$ cat src/rtl/counter_ctrl.sv
// Command-driven sequencer for the run/pause/stop up/down counter core, with wrap counting and irq.
// Optional: define COUNTER_CTRL_AUTO_STOP_EN to stop the core in the same cycle irq is raised.
module counter_ctrl #(
  parameter int BIT_WIDTH  = 32,
  parameter int WRAP_WIDTH = 16
) (
  input  logic                  clk,
  input  logic                  reset,
  input  logic                  cmd_valid,
  output logic                  cmd_ready,
  input  logic [2:0]            cmd_op,
  input  logic [BIT_WIDTH-1:0]  cmd_data,
  output logic                  cnt_reset,
  output logic                  cnt_start,
  output logic                  cnt_continue,
  output logic                  cnt_load_en,
  output logic [BIT_WIDTH-1:0]  cnt_load,
  output logic                  cnt_dir,
  input  logic                  cnt_pulse,
  output logic [2:0]            state,
  output logic [WRAP_WIDTH-1:0] wrap_cnt,
  output logic                  irq,
  output logic                  cmd_err
);

  typedef enum logic [2:0] {
    IDLE  = 3'd0,
    RUN   = 3'd1,
    PAUSE = 3'd2,
    STOP  = 3'd3,
    FLUSH = 3'd4
  } state_t;

  localparam logic [2:0] OP_NOP       = 3'd0;
  localparam logic [2:0] OP_LOAD      = 3'd1;
  localparam logic [2:0] OP_RUN       = 3'd2;
  localparam logic [2:0] OP_PAUSE     = 3'd3;
  localparam logic [2:0] OP_RESUME    = 3'd4;
  localparam logic [2:0] OP_STOP      = 3'd5;
  localparam logic [2:0] OP_SET_DIR   = 3'd6;
  localparam logic [2:0] OP_SET_WRAPS = 3'd7;

  localparam logic [WRAP_WIDTH-1:0] WRAP_ONE = WRAP_WIDTH'(1);

  state_t                cur_state, next_state;
  logic [BIT_WIDTH-1:0]  load_r, next_load;
  logic [WRAP_WIDTH-1:0] tgt_r, next_tgt;
  logic [WRAP_WIDTH-1:0] wrap_r, next_wrap, wrap_inc;
  logic                  dir_r, next_dir;
  logic                  rst_r, next_rst;
  logic                  irq_r, next_irq;
  logic                  err_r, next_err;
  logic                  load_en_r;
  logic                  pulse_q;
  logic                  accept, clear_wraps, wrap_edge;

  always_ff @(posedge clk) begin
    if (reset) begin
      cur_state <= IDLE;
      load_r    <= '0;
      tgt_r     <= '0;
      wrap_r    <= '0;
      dir_r     <= 1'b1;
      rst_r     <= 1'b0;
      irq_r     <= 1'b0;
      err_r     <= 1'b0;
      load_en_r <= 1'b0;
      pulse_q   <= 1'b0;
    end else begin
      cur_state <= next_state;
      load_r    <= next_load;
      tgt_r     <= next_tgt;
      wrap_r    <= next_wrap;
      dir_r     <= next_dir;
      rst_r     <= next_rst;
      irq_r     <= next_irq;
      err_r     <= next_err;
      load_en_r <= 1'b1;
      pulse_q   <= cnt_pulse;
    end
  end

  // Command decode; a reload outside IDLE must flush the core through its reset.
  always_comb begin
    accept      = cmd_valid && (cur_state != FLUSH);
    next_state  = cur_state;
    next_load   = load_r;
    next_tgt    = tgt_r;
    next_dir    = dir_r;
    next_rst    = 1'b0;
    next_err    = 1'b0;
    clear_wraps = 1'b0;
    if (cur_state == FLUSH) begin
      next_state = IDLE;
    end else if (accept) begin
      case (cmd_op)
        OP_NOP: ;
        OP_LOAD: begin
          next_load   = cmd_data;
          clear_wraps = 1'b1;
          if (cur_state != IDLE) begin
            next_state = FLUSH;
            next_rst   = 1'b1;
          end
        end
        OP_RUN: begin
          clear_wraps = 1'b1;
          next_state  = RUN;
        end
        OP_PAUSE: begin
          if (cur_state == RUN) next_state = PAUSE;
          else next_err = 1'b1;
        end
        OP_RESUME: begin
          if (cur_state == PAUSE) next_state = RUN;
          else next_err = 1'b1;
        end
        OP_STOP: begin
          if (cur_state == RUN || cur_state == PAUSE) next_state = STOP;
          else if (cur_state == IDLE) next_err = 1'b1;
        end
        OP_SET_DIR:   next_dir = cmd_data[0];
        OP_SET_WRAPS: next_tgt = cmd_data[WRAP_WIDTH-1:0];
        default: ;
      endcase
    end

    // Clearing commands win over a same-cycle wrap; saturation blocks both count and irq.
    wrap_edge = cnt_pulse && !pulse_q && (cur_state == RUN);
    wrap_inc  = wrap_r + WRAP_ONE;
    next_wrap = wrap_r;
    next_irq  = 1'b0;
    if (clear_wraps) begin
      next_wrap = '0;
    end else if (wrap_edge && !(&wrap_r)) begin
      next_wrap = wrap_inc;
      next_irq  = (wrap_inc == tgt_r) && (tgt_r != '0);
    end
`ifdef COUNTER_CTRL_AUTO_STOP_EN
    if (next_irq && cur_state == RUN) next_state = STOP;
`endif
  end

  assign cmd_ready    = (cur_state != FLUSH);
  assign cnt_reset    = reset | rst_r;
  assign cnt_start    = (cur_state == RUN) || (cur_state == PAUSE);
  assign cnt_continue = (cur_state != PAUSE);
  assign cnt_load_en  = load_en_r;
  assign cnt_load     = load_r;
  assign cnt_dir      = dir_r;
  assign state        = cur_state;
  assign wrap_cnt     = wrap_r;
  assign irq          = irq_r;
  assign cmd_err      = err_r;

endmodule

$ cat config.mk
export PLATFORM = sky130hd
export DESIGN_NAME = counter_ctrl
export DESIGN_NICKNAME = d
export VERILOG_FILES = /design/src/rtl/counter_ctrl.sv
export SDC_FILE = /design/constraint.sdc
export NUM_CORES = 1
export LEC_CHECK = 0
export CORE_MARGIN = 5
export CORE_UTILIZATION = 40
export DETAILED_ROUTE_END_ITERATION = 16
export PLACE_DENSITY = 0.68
export SYNTH_ARGS = -nofsm -noshare
export SYNTH_HDL_FRONTEND = slang
export SYNTH_SLANG_ARGS = --single-unit
$ cat constraint.sdc
create_clock -name clk -period 5.1 [get_ports clk]
set_input_delay 0.765 -clock clk [delete_from_list [all_inputs] [get_ports clk]]
set_output_delay 0.765 -clock clk [all_outputs]
set_load 0.01 [all_outputs]
==> results of run 1 <==
-- cells by family (layout without fill, tap and decap cells) --
logic type                 after synthesis  in the layout
adders and majority gates                1              1
xor gates and xnor gates                37             37
muxes                                   23             23
DFF                                     73             73
buffers and inverters                   39            119
and+or+nand+nor                        176            176
AOI/OAI and AO/OA                       74             74
-- synth_stat cells, types with 2 or more instances --
master,number,share of area (%)
a2111oi_0,2,0.49
a2111oi_1,3,0.85
a2111oi_2,4,1.7
a211oi_1,6,1.3
a21oi_1,36,5.1
a31oi_1,2,0.35
and2_1,3,0.53
and3_1,3,0.53
and4_1,4,0.99
buf_2,11,1.6
clkbuf_1,19,2.0
clkbuf_2,2,0.28
dfxtp_1,73,41
inv_1,4,0.42
mux2i_1,23,6.5
nand2_1,80,8.5
nand2b_1,4,0.71
nand3_1,9,1.3
nand4_1,7,1.2
nor2_1,41,4.3
nor2b_1,3,0.53
nor3_1,4,0.56
nor4_1,3,0.53
o2111ai_1,2,0.49
o211ai_1,2,0.42
o21ai_0,9,1.3
or3_1,4,0.71
xnor2_1,28,6.9
xor2_1,9,2.2
-- per-layer routing --
metal	track usage, %	vias to the layer above	share of wire [%]
li1	-	1607	-
met1	22.1	1490	43
met2	26.6	119	46
met3	7.45	10	9.2
met4	6.66	0	2.0
met5	0	-	0
-- power breakdown --
part           switching (uW)  total, uW  internal, uW
Combinational            50.5        109          58.7
Sequential               7.91        587           579
Clock                     224        479           255
Total                     283       1180           893
-- state kept, by name, indices dropped and copies added (netlist names) --
name         flops
cmd_err          1
cnt_dir          1
cnt_load        32
cnt_load_en      1
irq              1
pulse_q          1
rst_r            1
state            3
tgt_r           16
wrap_cnt        16
-- tightest hold or removal path, stage by stage, from the launching register on --
cell	delay [ns]
dfxtp_1	0.32
nand2_1	0.05
a21oi_1	0.05
-- metrics by stage --
step	instance area [um^2]	hold slack [ns]	instances	utilization, %
2_1_floorplan	3550	0.479	423	-
3_3_place_gp	4510	0.440	595	52.0
3_5_place_dp	4510	0.449	595	52.0
4_1_cts	4730	0.462	611	54.5
5_1_grt	4730	0.477	611	54.5
6_report	4730	0.459	611	54.5
-- area by class of cell --
type / instances / share of cell area (%)
Sequential cell: 73 / 30.9
Clock buffer: 11 / 3.20
Inverter: 5 / 0.397
Clock inverter: 5 / 1.30
Multi-Input combinational cell: 311 / 40.7
Timing Repair Buffer: 98 / 20.6
Tap cell: 108 / 2.86
-- worst paths after layout --
check | from | slack (ns) | cells after the start | to
setup reg to reg | state[0] | 2.58 | 6 | tgt_r[14]
hold / removal | cnt_load[24] | 0.46 | 2 | cnt_load[24]
setup / recovery | reset | 2.09 | 3 | cnt_reset
hold reg to reg | cnt_load[24] | 0.46 | 2 | cnt_load[24]
==> metrics.md, run 1 <==
| Metric | Value |
|---|---|
| Post-synthesis xor/xnor area fraction | 9.13% |
| DRT iter0 DRCs | 188 |
| Min-Delay Path Class | reg2reg |
| VDD IR max | 0.000187 V |
| Die Y | 104 um |
| Avg Cell Area, Syn | about 8.4 um^2 |
| Main combinational cell family by area after synthesis | simple AND/OR/NAND/NOR gates |
| Critical Path AT | about 2.3 ns |
| Hold_buf cts | 0 |
| Horiz. Die Dim | 104 um |
| Buf+Inv Stages, Crit Path | 2 |
| Most frequent cells in the layout | 96 x clkdlybuf4s50_1, 80 x nand2_1, 73 x dfxtp_1 |
| Synthesis-to-layout area growth | 33.2% |
| Commonest non-fill, non-tap cell in the layout | clkdlybuf4s50_1 |
| CP Data Required Time | ~4.3 ns |
| Final period util | 59.1% |
| Max H-tree Level | 3 |
| Number of top-level pins | 98 |
| FF+latch count, synth | 73 |
| Area share of and/or/nand/nor cells after synthesis | a little under a quarter |
| Postcts setup bufs | 0 |
| Clock sink count | 73 |
| Final nets | approximately 540 |
| Initial antenna violation count | 0 |
| Vias per cell | ~5.3 |
| I/O Buffers | just under 100 |
| CTS root buf | clkbuf_8 |
| Max Slew Vio Count | 0 |
| Mux cell area share after synthesis | between 6 and 7% |
| Std-Cell Rows | 34 |
| CP Class | in2out |
| Worst Path Max Fanout | 54 |
| Multi-input gate area | 1930 um^2 |
| RSZ-0062 raised after global routing | false |
| Detailed Routing Iterations Pass 1 | 5 |
| Total gr overflow | 0 |
| Max-Slew Margin vs Limit | between 20% and 30% |
| Top delay family on crit path | buffers and inverters |
| Power Total | between 1000 and 1500 uW |
| Library cells used by synthesis | 52 |
| All-Layer GR Usage | between 10% and 20% |
| Mapped Cells | ~420 |
| Pleak | 0.00170 uW |
| Slew of the pin with the lowest slew margin | ~1.1 ns |
| Std-Cell Core Area | between 8000 and 9000 um^2 |
| Main synth FF type | dfxtp_1 |
| Vias in the first global route | around 3300 |
| Largest net degree at the start of global routing | 55 |
| Max Buffers Root-to-Sink | 2 |
| DRT antenna net count | 0 |
| Number of synthesized flops with an enable pin | 0 |
| Final hold vios | 0 |
| Final Wtd Congestion | just over 0.9 |
| Startpoint types | input pin |
| Pwr Density | roughly 250 nW/um^2 |
| Number of gates resized after cts | 0 |
| Outcome | completed |
| Synth async-reset ratio | 0% |
| Share of cells above drive strength 1 | ~6.6% |
| Setup TNS | 0 ns |
| Worst path max stage delay | just over 0.7 ns |
| Slowest CP cell | buf_2 |
| FF/Latch Area | approximately 1500 um^2 |
| Pre-CTS setup slack | 2.05 ns |
| Setup crit end kind | primary output |
| # diodes | 0 |
| First-pass GRT wire length | 16.0 mm |
| Clk slew on worst S/H paths | 0.08 ns |
| Mapped Nets | ~460 |
| Initial core utilization | 40.9% |
| Final Routed Wirelength | ~9.4 mm |
| Max Cap Violations | 0 |
| Fmax | approximately 330 MHz |
| Crit path cell chain | buf_2 -> or2_2 -> clkdlybuf4s50_1 |
| Via count | roughly 3200 |
| # setup viols final | 0 |
| FILL cells | approximately 840 |
| Post-DP HPWL | 6.83 mm |
| Clk_lat worst skew | roughly 0.35 ns |
| Area of the die | between 10000 and 15000 um^2 |
| Clk_skew | between 0.01 and 0.015 ns |
| Register area share after synthesis | 41.2% |
| CTS tree | done |
| YS warnings | 0 |
| Setup ws final | between 2 and 2.5 ns |
| Fin crit period | 3.01 ns |
| Cell Area, Synth | 3550 um^2 |
| Residual DRC | 0 |
| Complex-gate fraction of the synthesized area | between 10 and 15% |
| CTS Buf Count | 9 |
| DR WL/cell | roughly 15 um |
| Adder-cell share of the synthesized area | 0.353% |
(Power assumes the default switching activity.)
==> inputs of run 2 (changes only) <==
Clock period 5.1 ns to 3 ns, I/O delays scaled along.
==> metrics.md, run 2 (same netlist as run 1, synthesis figures left out) <==
| Metric | Value |
|---|---|
| Reg-to-reg startpoint | wrap_cnt[0] |
| Worst path max stage delay | 0.46 ns (-0.25 ns) |
| Largest net degree at the start of global routing | 36 (-35%) |
| Clk slew on worst S/H paths | 0.08 ns (about the same) |
| Final Routed Wirelength | 9.50 mm (+1.5%) |
| # setup viols final | 0 (unchanged) |
| Worst hold path cell count | 2 (unchanged) |
| Residual DRC | 0 (unchanged) |
| DRT iter0 DRCs | 244 (+30%) |
| Total gr overflow | 0 (unchanged) |
| Die Y | 104 um (unchanged) |
| Via count | 3251 (+0.77%) |
| CP startpoint | wrap_cnt[0] |
| Clk_lat worst skew | 0.35 ns (about the same) |
| Crit path cell chain | ha_1 -> nand3_2 -> or3_4 -> a2111oi_4 -> o2111ai_1 -> a2111oi_2 |
| RR Endpoint | irq |
| I/O Buffers | 97 (unchanged) |
| # diodes | 0 (unchanged) |
| Pwr Density | 401 nW/um^2 (+61%) |
| Slew of the pin with the lowest slew margin | 0.506 ns (-0.588 ns) |
| CP Data Required Time | 3.24 ns (-1.10 ns) |
| Vias per cell | 5.28 (about the same) |
| Std-Cell Core Area | 8680 um^2 (unchanged) |
| Final hold vios | 0 (unchanged) |
| Multi-input gate area | 1930 um^2 (unchanged) |
| Detailed Routing Iterations Pass 1 | 4 (-1) |
| Slowest CP cell | dfxtp_1 |
| Most frequent cells in the layout | 96 x clkdlybuf4s50_1, 80 x nand2_1, 73 x dfxtp_1 |
| Number of top-level pins | 98 (unchanged) |
| First-pass GRT wire length | 15.8 mm (-1.5%) |
| Cell internal pwr | 1390 uW (+56%) |
| Clock sink count | 73 (unchanged) |
| Commonest non-fill, non-tap cell in the layout | clkdlybuf4s50_1 |
| DR WL/cell | 15.4 um (+0.66%) |
| Final period util | between 70% and 80% |
| Hold Path End | cnt_load[30] |
| Sw Share | 26.5% (+2.5 points) |
| CTS tree | done |
| Postcts setup bufs | 0 (unchanged) |
| CTS Buf Count | 9 (unchanged) |
| Fmax | about 430 MHz |
| Fin cells | 616 (+0.82%) |
| Max H-tree Level | 3 (unchanged) |
| Net Sw Power | 503 uW (+78%) |
| Max Slew Vio Count | 0 (unchanged) |
| Max FFs per register | 32 (unchanged) |
| Final nets | 543 (+0.93%) |
| CP Class | reg2reg |
| Pleak | 0.00170 uW (about the same) |
| Reg power frac | 52.6% (+2.7 points) |
| Top delay family on crit path | compound AO/OA/AOI/OAI gates |
| Comb pwr share | 10.0% (+0.7 points) |
| All-Layer GR Usage | 17.4% (-0.099 points) |
| RSZ-0062 raised after global routing | false |
| Synthesis-to-layout area growth | 33.3% (about the same) |
| FILL cells | 817 (-2.3%) |
| Reg2Reg Setup Slack | 0.68 ns (-1.90 ns) |
| Post-DP HPWL | 6.94 mm (+1.5%) |
| Clock power share | 37.4% (-3.4 points) |
| Area of the die | 10900 um^2 (unchanged) |
| Final Wtd Congestion | 0.925 (about the same) |
| Vias in the first global route | 3173 (-3.2%) |
| Number of gates resized after cts | 0 (unchanged) |
| CTS root buf | clkbuf_8 |
| VDD IR max | 0.000221 V (+19%) |
| Inst Count DP | 600 (+0.84%) |
| Setup crit end kind | register |
| Initial antenna violation count | 0 (unchanged) |
| Buf+Inv Stages, Crit Path | 0 (-2) |
| Clk_skew | 0.0107 ns (+0.000163 ns) |
| Min-delay src | cnt_load[30] |
| Share of cells above drive strength 1 | 7.48% (+0.92 points) |
| Max Buffers Root-to-Sink | 2 (unchanged) |
| Std-Cell Rows | 34 (unchanged) |
| Horiz. Die Dim | 104 um (unchanged) |
| Critical Path AT | 2.56 ns (+0.31 ns) |
| Max-Slew Margin vs Limit | 65.4% (+39 points) |
| Max Cap Violations | 0 (unchanged) |
| Fin crit period | 2.32 ns |
| Reg2Reg Depth | 6 (unchanged) |
| Outcome | completed |
| Min-Delay Path Class | reg2reg |
| FF/Latch Area | 1460 um^2 (unchanged) |
| Hold_buf cts | 0 (unchanged) |
| DRT antenna net count | 0 (unchanged) |
| Initial core utilization | 40.9% (unchanged) |
| Startpoint types | register |
| Setup TNS | 0 ns (unchanged) |
| Worst Path Max Fanout | 7 (-87%) |
-- run 2: cell count changes in the layout (fill, tap and decap cells not counted) --
cell / delta
clkinvlp_4: +2
clkbuf_8: -2
bufinv_16: -1
inv_6: +1
buf_4: +5
-- run 2: how the worst max path moves through the flow --
stage	end	slack (ns)	cells past startpoint
after floorplan	irq	0.83	6
after CTS	irq	0.70	6
final	irq	0.68	6
after global placement	irq	0.68	6
after detailed placement	irq	0.62	6
after global routing	irq	0.55	6
-- run 2: power by group through the flow --
| stage | logic, uW | clock network (uW) | registers, uW |
|---|---|---|---|
| floorplan | 86.8 | 0 | 1020 |
| global placement | 187 | 0 | 1020 |
| detailed placement | 190 | 0 | 1020 |
| CTS | 191 | 732 | 998 |
| global route | 207 | 772 | 1000 |
| finish | 190 | 709 | 998 |
-- run 2: worst reg2reg max path, cell delays in order (launching register included) --
cell and delay (ns):
dfxtp_1 0.46, ha_1 0.29, nand3_2 0.15, or3_4 0.44, a2111oi_4 0.35, o2111ai_1 0.18
a2111oi_2 0.35
-- run 2: cell type report --
class / count / share of cell area, %
Multi-Input combinational cell: 311 / 40.7
Sequential cell: 73 / 30.9
Timing Repair Buffer: 103 / 21.4
Tap cell: 108 / 2.86
Clock buffer: 9 / 2.62
Clock inverter: 7 / 1.16
Inverter: 5 / 0.397
-- run 2: layer usage --
| layer | part of all wire (%) | wire [um] | vias to the layer above | track usage, % |
|---|---|---|---|---|
| li1 | - | - | 1607 | - |
| met1 | 45 | 4290 | 1504 | 23.1 |
| met2 | 44 | 4170 | 119 | 26.0 |
| met3 | 8.4 | 795 | 21 | 5.59 |
| met4 | 2.6 | 244 | 0 | 7.68 |
| met5 | 0 | 0 | - | 0 |
-- run 2: metrics by stage --
step / setup slack, ns / total power, uW / util [%] / area (um^2) / hold slack (ns)
floorplan: 0.835 / 1110 / - / 3550 / 0.479
finish: 0.683 / 1900 / 54.5 / 4730 / 0.458
global placement: 0.678 / 1210 / 52.5 / 4550 / 0.441
global route: 0.546 / 1980 / 54.5 / 4730 / 0.477
detailed placement: 0.623 / 1210 / 52.5 / 4550 / 0.449
CTS: 0.696 / 1920 / 54.5 / 4730 / 0.459
